### src/rtl/dialog_text_overlay.sv
// Dialog box overlay: renders a typewriter-revealed, multi-page text box over the VGA stream
// using an external page text ROM and font ROM, each with one cycle of read latency.
module dialog_text_overlay #(
    parameter int unsigned NUM_PAGES      = 4,
    parameter int unsigned NUM_LINES      = 5,
    parameter int unsigned CHARS_PER_LINE = 32,
    parameter int unsigned X0             = 64,
    parameter int unsigned Y0             = 352,
    parameter int unsigned REVEAL_FRAMES  = 2,
    parameter logic [11:0] FG_COLOR       = 12'hFFF,
    parameter logic [11:0] BG_COLOR       = 12'h000,
    localparam int unsigned PW = $clog2(NUM_PAGES),
    localparam int unsigned LW = $clog2(NUM_LINES),
    localparam int unsigned CW = $clog2(CHARS_PER_LINE)
) (
    input  logic                   clk,
    input  logic                   rst,
    input  logic                   start,
    input  logic                   key_advance,
    input  logic [10:0]            in_hcount,
    input  logic [10:0]            in_vcount,
    input  logic                   in_hsync,
    input  logic                   in_vsync,
    input  logic                   in_hblnk,
    input  logic                   in_vblnk,
    input  logic [11:0]            in_rgb,
    output logic [10:0]            out_hcount,
    output logic [10:0]            out_vcount,
    output logic                   out_hsync,
    output logic                   out_vsync,
    output logic                   out_hblnk,
    output logic                   out_vblnk,
    output logic [11:0]            out_rgb,
    output logic [PW+LW+CW-1:0]    char_xy,
    input  logic [6:0]             char_code,
    output logic [10:0]            font_addr,
    input  logic [7:0]             font_pixels,
    output logic [PW-1:0]          page,
    output logic                   dialog_active,
    output logic                   dialog_end
);

    localparam int unsigned TOTAL = NUM_LINES * CHARS_PER_LINE;
    localparam int unsigned RW    = $clog2(TOTAL + 1);
    localparam int unsigned FW    = (REVEAL_FRAMES > 1) ? $clog2(REVEAL_FRAMES) : 1;
    localparam int unsigned BOX_W = 8 * CHARS_PER_LINE;
    localparam int unsigned BOX_H = 16 * NUM_LINES;
    localparam int unsigned TW    = 38;

    typedef enum logic [1:0] {
        IDLE     = 2'd0,
        TYPING   = 2'd1,
        WAIT_KEY = 2'd2
    } state_t;

    state_t          state_q, state_d;
    logic [PW-1:0]   page_d;
    logic [RW-1:0]   revealed_q, revealed_d;
    logic [FW-1:0]   frame_q, frame_d;
    logic            active_d;
    logic            end_d;
    logic            key_q;
    logic            vblnk_q;
    logic            key_edge;
    logic            frame_tick;

    logic [10:0]     dx;
    logic [10:0]     dy;
    logic            in_box_c;
    logic [CW-1:0]   col_c;
    logic [LW-1:0]   line_c;
    logic [RW-1:0]   idx_c;
    logic [TW-1:0]   tim_c;

    logic [TW-1:0]   tim_s [3];
    logic            box_s [3];
    logic [2:0]      bit_s [3];
    logic [RW-1:0]   idx_s [3];
    logic [3:0]      row_s1;
    logic [3:0]      row_s2;
    logic            lit;
    logic [11:0]     rgb_c;

    assign key_edge   = key_advance & ~key_q;
    assign frame_tick = in_vblnk & ~vblnk_q;

    // Box geometry decode on the incoming pixel
    assign dx       = in_hcount - 11'(X0);
    assign dy       = in_vcount - 11'(Y0);
    assign in_box_c = !in_hblnk && !in_vblnk
                   && (in_hcount >= 11'(X0)) && (in_hcount < 11'(X0 + BOX_W))
                   && (in_vcount >= 11'(Y0)) && (in_vcount < 11'(Y0 + BOX_H));
    assign col_c    = CW'(dx >> 3);
    assign line_c   = LW'(dy >> 4);
    assign idx_c    = RW'(line_c) * RW'(CHARS_PER_LINE) + RW'(col_c);
    assign tim_c    = {in_hcount, in_vcount, in_hsync, in_vsync, in_hblnk, in_vblnk, in_rgb};

    // Glyph row travels with the text ROM read so the font lookup lines up with char_code
    assign font_addr = {char_code, row_s2};

    assign lit   = font_pixels[3'd7 - bit_s[2]] && (idx_s[2] < revealed_q);
    assign rgb_c = (box_s[2] && dialog_active) ? (lit ? FG_COLOR : BG_COLOR) : tim_s[2][11:0];

    // Dialog control: start overrides everything, key edge overrides a frame tick
    always_comb begin
        state_d    = state_q;
        page_d     = page;
        revealed_d = revealed_q;
        frame_d    = frame_q;
        end_d      = 1'b0;
        if (start) begin
            state_d    = TYPING;
            page_d     = '0;
            revealed_d = '0;
            frame_d    = '0;
        end else begin
            case (state_q)
                IDLE: begin
                end
                TYPING: begin
                    if (key_edge) begin
                        revealed_d = RW'(TOTAL);
                        frame_d    = '0;
                        state_d    = WAIT_KEY;
                    end else if (revealed_q == RW'(TOTAL)) begin
                        state_d = WAIT_KEY;
                    end else if (frame_tick) begin
                        if (frame_q == FW'(REVEAL_FRAMES - 1)) begin
                            frame_d    = '0;
                            revealed_d = revealed_q + RW'(1);
                        end else begin
                            frame_d = frame_q + FW'(1);
                        end
                    end
                end
                WAIT_KEY: begin
                    if (key_edge) begin
                        if (page == PW'(NUM_PAGES - 1)) begin
                            state_d = IDLE;
                            end_d   = 1'b1;
                        end else begin
                            page_d     = page + PW'(1);
                            revealed_d = '0;
                            frame_d    = '0;
                            state_d    = TYPING;
                        end
                    end
                end
                default: state_d = IDLE;
            endcase
        end
        active_d = (state_d != IDLE);
    end

    always_ff @(posedge clk) begin
        if (!rst) begin
            state_q       <= IDLE;
            page          <= '0;
            revealed_q    <= '0;
            frame_q       <= '0;
            dialog_active <= 1'b0;
            dialog_end    <= 1'b0;
            key_q         <= 1'b0;
            vblnk_q       <= 1'b0;
        end else begin
            state_q       <= state_d;
            page          <= page_d;
            revealed_q    <= revealed_d;
            frame_q       <= frame_d;
            dialog_active <= active_d;
            dialog_end    <= end_d;
            key_q         <= key_advance;
            vblnk_q       <= in_vblnk;
        end
    end

    // Four-stage video pipeline: ROM address, text ROM, font ROM, composed output
    always_ff @(posedge clk) begin
        if (!rst) begin
            char_xy    <= '0;
            row_s1     <= '0;
            row_s2     <= '0;
            for (int i = 0; i < 3; i++) begin
                tim_s[i] <= '0;
                box_s[i] <= 1'b0;
                bit_s[i] <= '0;
                idx_s[i] <= '0;
            end
            out_hcount <= '0;
            out_vcount <= '0;
            out_hsync  <= 1'b0;
            out_vsync  <= 1'b0;
            out_hblnk  <= 1'b0;
            out_vblnk  <= 1'b0;
            out_rgb    <= '0;
        end else begin
            char_xy  <= {page, line_c, col_c};
            row_s1   <= dy[3:0];
            row_s2   <= row_s1;
            tim_s[0] <= tim_c;
            box_s[0] <= in_box_c;
            bit_s[0] <= dx[2:0];
            idx_s[0] <= idx_c;
            for (int i = 1; i < 3; i++) begin
                tim_s[i] <= tim_s[i-1];
                box_s[i] <= box_s[i-1];
                bit_s[i] <= bit_s[i-1];
                idx_s[i] <= idx_s[i-1];
            end
            {out_hcount, out_vcount, out_hsync, out_vsync, out_hblnk, out_vblnk} <= tim_s[2][TW-1:12];
            out_rgb <= rgb_c;
        end
    end

endmodule

### config.mk
export PLATFORM = sky130hd
export DESIGN_NAME = dialog_text_overlay
export DESIGN_NICKNAME = d
export VERILOG_FILES = /design/src/rtl/dialog_text_overlay.sv
export SDC_FILE = /design/constraint.sdc
export NUM_CORES = 1
export LEC_CHECK = 0
export CELL_PAD_IN_SITES_DETAIL_PLACEMENT = 1
export CELL_PAD_IN_SITES_GLOBAL_PLACEMENT = 1
export CORE_UTILIZATION = 39
export CTS_CLUSTER_DIAMETER = 80
export DETAILED_ROUTE_END_ITERATION = 7
export GPL_ROUTABILITY_DRIVEN = 0
export PLACE_DENSITY = 0.9
export RECOVER_POWER = 50
export SYNTH_ARGS = -nofsm -noshare
export SYNTH_HDL_FRONTEND = slang
export SYNTH_SLANG_ARGS = --single-unit
### constraint.sdc
create_clock -name clk -period 2.73 [get_ports clk]
set_clock_uncertainty 0.15 [all_clocks]
set_input_delay 0.819 -clock clk [delete_from_list [all_inputs] [get_ports clk]]
set_output_delay 0.819 -clock clk [all_outputs]
set_load 0.02 [all_outputs]
==> results of run 1 <==
[metal layers]
layer | track usage (%) | vias to the layer above
met1 | 18.4 | 1805
met2 | 31.6 | 96
met4 | 7.89 | 0
met3 | 4.96 | 29
li1 | - | 1849
met5 | 0 | -
[synthesized netlist by cell type, drive strengths merged (2+ instances only)]
cell type	number	share of area, %
a21o	13	1.7
nand3b	2	0.25
ha	13	2.8
o311a	2	0.36
nand2	9	0.57
a211oi	4	0.51
a311oi	3	0.44
buf	22	2.9
a22oi	2	0.25
nor2b	10	1.1
a41oi	3	0.44
mux2i	5	0.85
nand3	3	0.25
clkbuf	22	1.4
o21ai	9	0.95
or2	2	0.21
o31ai	2	0.25
and2	155	16
nand4	2	0.21
nor3	6	0.59
nand2b	4	0.42
a21oi	6	0.51
nor2	11	0.74
inv	10	0.64
dfxtp	185	63
nor4	3	0.32
[worst reg2reg max path, cell delays in order, from the launching register on]
cell and delay [ns]:
sky130_fd_sc_hd__dfxtp_1 0.38, sky130_fd_sc_hd__inv_1 0.13, sky130_fd_sc_hd__ha_1 0.16, sky130_fd_sc_hd__or4b_4 0.51, sky130_fd_sc_hd__o21bai_1 0.20, sky130_fd_sc_hd__o21ai_1 0.11, sky130_fd_sc_hd__buf_4 0.19, sky130_fd_sc_hd__mux2_1 0.32
sky130_fd_sc_hd__nor2_1 0.11
[final cells by class]
cell class	instances	area share (%)
flip-flops and latches	185	48.5
repair buffers	114	14.5
multi-input cells	285	25.1
clock inverters	11	2.20
clock buffers	21	6.16
well taps	184	3.02
inverters	10	0.492
[path summary, 6_finish.rpt]
kind,depth (start not counted),slack (ns),start,endpoint
worst max register to register,8,0.39,revealed_q[0],revealed_q[1]
worst max-delay path,1,0.31,dialog_active,dialog_active
worst min-delay path,1,0.27,tim_s[0][83],out_rgb[7]
worst min register to register,1,0.27,tim_s[0][83],out_rgb[7]
[logic make-up after synthesis]
family,count (synthesis)
multiplexers,6
flip-flops,185
AND/OR/NAND/NOR,213
buffers and inverters,54
XOR/XNOR,1
adder cells (fa/ha/maj),13
AO/OA/AOI/OAI,52
[flip-flops by register name (all words and copies together), names as in the netlist, 2 cells and up]
name        flops
idx_s          16
revealed_q      8
tim_s          96
char_xy        10
row_s2          3
row_s1          3
box_s           3
state_q         2
out_vcount     11
out_hcount     11
out_rgb        12
page            2
[through the flow]
| stage | setup slack, ns | hold WS (ns) | instances |
|---|---|---|---|
| CTS | 0.288 | 0.279 | 810 |
| floorplan | 0.558 | 0.253 | 524 |
| detailed placement | 0.0177 | 0.264 | 778 |
| global placement | 0.0998 | 0.258 | 778 |
| global route | 0.228 | 0.283 | 810 |
| finish | 0.306 | 0.274 | 810 |
[power by group]
group	leakage, nW	total [mW]	internal [mW]	switching (mW)
sequential	1.51	2.82	2.79	0.0324
combinational	1.25	0.301	0.162	0.139
clock	0.309	2.59	1.60	0.989
total	3.08	5.72	4.56	1.16
==> impl_metrics.toml, run 1 <==
[status]
run_status = "finished, violations left"
violations = "DRC"

[logic_synthesis]
synth-main-ff-cell = "sky130_fd_sc_hd__dfxtp_1"
synth_adder_area_share_pct = 2.75
mappedNetlistArea_sq_um = 5910
seq_area_frac_synth_pct = 62.7
synth_edf_count = 0
synth-compound-area-share_pct = 6.48
ys.warnings.count = 0
post_synth.cell_area_avg_sq_um = 11.3
post_synth_xor_area_fraction_pct = 0.148
synth_cell_types = 50
dominant_combinational_cell_family_by_area_after_synthesis = "simple AND/OR/NAND/NOR gates"
synth_mux_area_share_pct = 1.04
synthesis.instances = 524
synth.net_count = 594
synth_area_in_simple_gates_pct = 21.9
ys_async_sr_fraction_pct = 0
synth.ff_latch_count = 185

[clocking]
cts_made_buffers = 17
cts.root.buffer_cell = "sky130_fd_sc_hd__clkbuf_16"
cts-resized-gates = 0
path_clk_slew_ns = 0.06
ctsLongestPathBuffers = 2
cts.hold.buffers_added = 0
postCtsSetupRepairBufs = 0
clock_latency_at_the_later_pin_of_the_worst_skew_pair_ns = 0.42
clock-sinks = 185
cts_tree = "yes"
clock_tree.htree_level_count = 4

[detailed_routing]
wl_met3_microns = 538
post-route-drc-count = 6
ant_nets = 0
wl_met1_microns = 5150
drt-vias-per-instance = 4.67
routed_wire_length_per_instance_microns = 15.8
drt_wl_total_microns = 12800
dr.first_iter.drc_count = 207
drt_pre_antenna_iters = 6
detailroute.wirelength.met2_microns = 6800
route.top_layer_used = "met4"
via_count = 3779

[final_layout]
multi_input_area_sq_um = 1910
area.sequential_sq_um = 3700
final_cell_mix = "sky130_fd_sc_hd__dfxtp_1, sky130_fd_sc_hd__and2_1, sky130_fd_sc_hd__clkdlybuf4s50_1"
syn2layout_area_growth_pct = 29.2
layout_commonest_cell = "sky130_fd_sc_hd__dfxtp_1"
antenna_cells_inserted = 0
finish.net_count = 683
finish.instance_area_sq_um = 7630
finalCoreUtilization_pct = 52.1
layout-drive-gt1-share_pct = 7.67
filler_cell_count = 1533

[worst_setup_path]
crit_path_end_kind = "output port"
critical_path.top_delay_family = "buffers and inverters"
worst_setup_path_category = "flip-flop to output port"
critical_path.cell_chain = "clkdlybuf4s50_1"
critPathRequiredTime_ns = 1.76
critPathArrivalTime_ns = 1.45
cp_num_buf_inv = 1
critical-path-slowest-cell = "sky130_fd_sc_hd__clkdlybuf4s50_1"
startpoint_kind_of_the_worst_setup_timing_path = "flip-flop"
critical_path.max_stage_delay_ns = 0.64
timing.critical_path.fanout_max = 3

[timing]
maxClockFrequency_ghz = 0.413
rsz_0062_raised_after_global_routing = "no"
setup-tns-final_ns = 0
min_period_over_period_pct = 88.8
report.final.setup_viol = 0
report.final.hold_viol_count = 0
drv_slew = 0
worst_slew_margin_rel_pct = 44.1
finalCriticalPeriod_ns = 2.42
worst_pin_slew_ns = 0.838

[placed_design]
placedInstanceArea_sq_um = 7000
port-buffer-count = 105
detailed_place_hpwl_microns = 8890

[die]
dieWidth_microns = 125
coreArea_sq_um = 14600
floorplan.die.height_microns = 125
boundaryPins = 120
dieArea_sq_um = 15600
row_count = 44
floorplan.initialDensity_pct = 40.3

[grt]
grt_first_pass_wirelength_microns = 20700
first_global_vias = 4044
antenna_found_initial = 0
grtUsageTotal_pct = 17.3
pin_count_of_the_biggest_net_entering_global_routing = 71
grt-ovfl-total = 0

[pwr]
powerDensity_nw_per_um2 = 749
irDropWorstVdd_mv = 0.404
p_leak_nw = 3.08
post-layout-total-power_mw = 5.72

[hold_path]
hp-class = "flip-flop to flip-flop"

[job]
maxCapViolCount = 0
Note: power is estimated with default switching activity, not from simulation.
==> inputs of run 2 (changes only) <==
--- a/config.mk
+++ b/config.mk
@@ -13,6 +13,7 @@
 export GPL_ROUTABILITY_DRIVEN = 0
 export PLACE_DENSITY = 0.9
 export RECOVER_POWER = 50
+export SKIP_LAST_GASP = 1
 export SYNTH_ARGS = -nofsm -noshare
 export SYNTH_HDL_FRONTEND = slang
 export SYNTH_SLANG_ARGS = --single-unit
==> results of run 2 <==
No change in the layout: final DEF, timing and power equal those of run 1.
==> inputs of run 3 (changes only) <==
--- a/config.mk
+++ b/config.mk
@@ -9,10 +9,10 @@
 export CELL_PAD_IN_SITES_GLOBAL_PLACEMENT = 1
 export CORE_UTILIZATION = 39
 export CTS_CLUSTER_DIAMETER = 80
+export CTS_CLUSTER_SIZE = 8
 export DETAILED_ROUTE_END_ITERATION = 7
 export GPL_ROUTABILITY_DRIVEN = 0
 export PLACE_DENSITY = 0.9
-export RECOVER_POWER = 50
 export SKIP_LAST_GASP = 1
 export SYNTH_ARGS = -nofsm -noshare
 export SYNTH_HDL_FRONTEND = slang
==> run 3 against run 2 <==
Effect of this change:
- the flow still finishes with violations (DRC)
- maximum frequency is essentially flat
- clock power is essentially flat
- first-iteration DRC count shrank 13%
- power grew 0.17%
- wire length grew 0.43%
- critical path depth is the same
- design area is essentially flat
- register-to-register slack is essentially flat
- largest cell class unchanged
- largest power group unchanged
- highest routed layer unchanged
==> impl_metrics.toml, run 3 (synthesis results as in run 1) <==
[status]
run_status = "finished, violations left"
violations = "DRC"

[grt]
antenna_found_initial = 0
grt_first_pass_wirelength_microns = 20700
grt-ovfl-total = 0
grtUsageTotal_pct = 17.3
pin_count_of_the_biggest_net_entering_global_routing = 71
first_global_vias = 4044

[worst_setup_path]
critical_path.top_delay_family = "buffers and inverters"
critical_path.cell_chain = "clkdlybuf4s50_1"
critPathRequiredTime_ns = 1.76
crit_path_end_kind = "output port"
critPathArrivalTime_ns = 1.45
worst_setup_path_category = "flip-flop to output port"
cp_num_buf_inv = 1
critical_path.max_stage_delay_ns = 0.64
critical-path-slowest-cell = "sky130_fd_sc_hd__clkdlybuf4s50_1"
regToRegStartpoint = "revealed_q[0]"
setup.worst_path.start = "dialog_active"
ff_to_ff_path_depth = 8
cp.depth = 1
regToRegEndpoint = "revealed_q[1]"
startpoint_kind_of_the_worst_setup_timing_path = "flip-flop"
timing.critical_path.fanout_max = 3
setup.reg_to_reg.worst_slack_ns = 0.39
critical_path.endpoint = "dialog_active"

[hold_path]
hp-class = "flip-flop to flip-flop"

[pwr]
irDropWorstVdd_mv = 0.403
powerDensity_nw_per_um2 = 750
p_leak_nw = 3.12

[clocking]
ctsLongestPathBuffers = 2
clock-sinks = 185
clock_tree.htree_level_count = 4
path_clk_slew_ns = 0.06
cts_tree = "yes"
cts.hold.buffers_added = 0
postCtsSetupRepairBufs = 0
cts_made_buffers = 17
clock_latency_at_the_later_pin_of_the_worst_skew_pair_ns = 0.42
cts-resized-gates = 0
cts.root.buffer_cell = "sky130_fd_sc_hd__clkbuf_16"

[die]
dieWidth_microns = 125
coreArea_sq_um = 14600
boundaryPins = 120
row_count = 44
floorplan.initialDensity_pct = 40.3
dieArea_sq_um = 15600
floorplan.die.height_microns = 125

[final_layout]
layout-drive-gt1-share_pct = 7.83
stdcell_count = 810
registers.top_by_ff_count = "tim_s"
layout_commonest_cell = "sky130_fd_sc_hd__dfxtp_1"
final_cell_mix = "sky130_fd_sc_hd__dfxtp_1, sky130_fd_sc_hd__and2_1, sky130_fd_sc_hd__clkdlybuf4s50_1"
antenna_cells_inserted = 0
filler_cell_count = 1533
syn2layout_area_growth_pct = 29.3
top_regs = "tim_s: 96 flops, idx_s: 16 flops, out_rgb: 12 flops"
largest_reg_flops = 96
finish.net_count = 683

[detailed_routing]
drt-vias-per-instance = 4.66
ant_nets = 0
post-route-drc-count = 6
via_count = 3777
routed_wire_length_per_instance_microns = 15.9
drt_pre_antenna_iters = 7
dr.first_iter.drc_count = 180
drt_wl_total_microns = 12900

[timing]
report.final.hold_viol_count = 0
drv_slew = 0
report.final.setup_viol = 0
maxClockFrequency_ghz = 0.413
rsz_0062_raised_after_global_routing = "no"
fin_hold_ws_ns = 0.273
worst_slew_margin_rel_pct = 63.8
finalCriticalPeriod_ns = 2.42
worst_pin_slew_ns = 0.539
setup-tns-final_ns = 0
min_period_over_period_pct = 88.7

[placed_design]
detailed_place_hpwl_microns = 8890
placedCellCount = 778
port-buffer-count = 105

[job]
maxCapViolCount = 0
## run 3: cell types whose count changed in the layout (fill, tap and decap cells not counted)
cell,delta
sky130_fd_sc_hd__buf_4,+2
sky130_fd_sc_hd__and2_1,+40
sky130_fd_sc_hd__and2_0,-40
sky130_fd_sc_hd__dlygate4sd3_1,-1
sky130_fd_sc_hd__clkbuf_2,-1
sky130_fd_sc_hd__clkdlybuf4s50_1,+1
sky130_fd_sc_hd__clkbuf_1,-1
## run 3: stage by stage
stage | setup WS [ns] | power (mW) | cell area, sq um | utilization, %
3_5_place_dp | 0.0177 | 3.18 | 7000 | 47.8
6_report | 0.307 | 5.73 | 7640 | 52.2
3_3_place_gp | 0.0998 | 3.17 | 7000 | 47.8
4_1_cts | 0.288 | 5.79 | 7640 | 52.2
5_1_grt | 0.269 | 5.92 | 7640 | 52.2
2_1_floorplan | 0.558 | 3.04 | 5910 | -
## run 3: how the worst min path moves through the flow
stage                      start         end  cells after the start
finish              tim_s[0][83]  out_rgb[7]                      1
global route        tim_s[0][83]  out_rgb[7]                      1
CTS                 tim_s[0][83]  out_rgb[7]                      1
detailed placement  tim_s[0][83]  out_rgb[7]                      1
global placement    tim_s[0][84]  out_rgb[8]                      1
floorplan           tim_s[0][76]  out_rgb[0]                      1
## run 3: cell type report
type	count	area (sq um)	area share [%]
repair buffers	114	1120	14.6
inverters	10	37.5	0.491
clock inverters	11	168	2.20
multi-input cells	285	1910	25.0
clock buffers	21	470	6.16
flip-flops and latches	185	3700	48.5
well taps	184	230	3.01
## run 3: per-layer routing
metal	global-route usage [%]	wire length, microns
met5	0	0
met3	4.96	482
met4	7.89	328
met2	31.6	6760
met1	18.4	5290
## run 3: power by group
part           switching (mW)  leakage (nW)  internal, mW
Combinational           0.139          1.29         0.165
Sequential             0.0322          1.51          2.79
Clock                   0.996         0.309          1.60
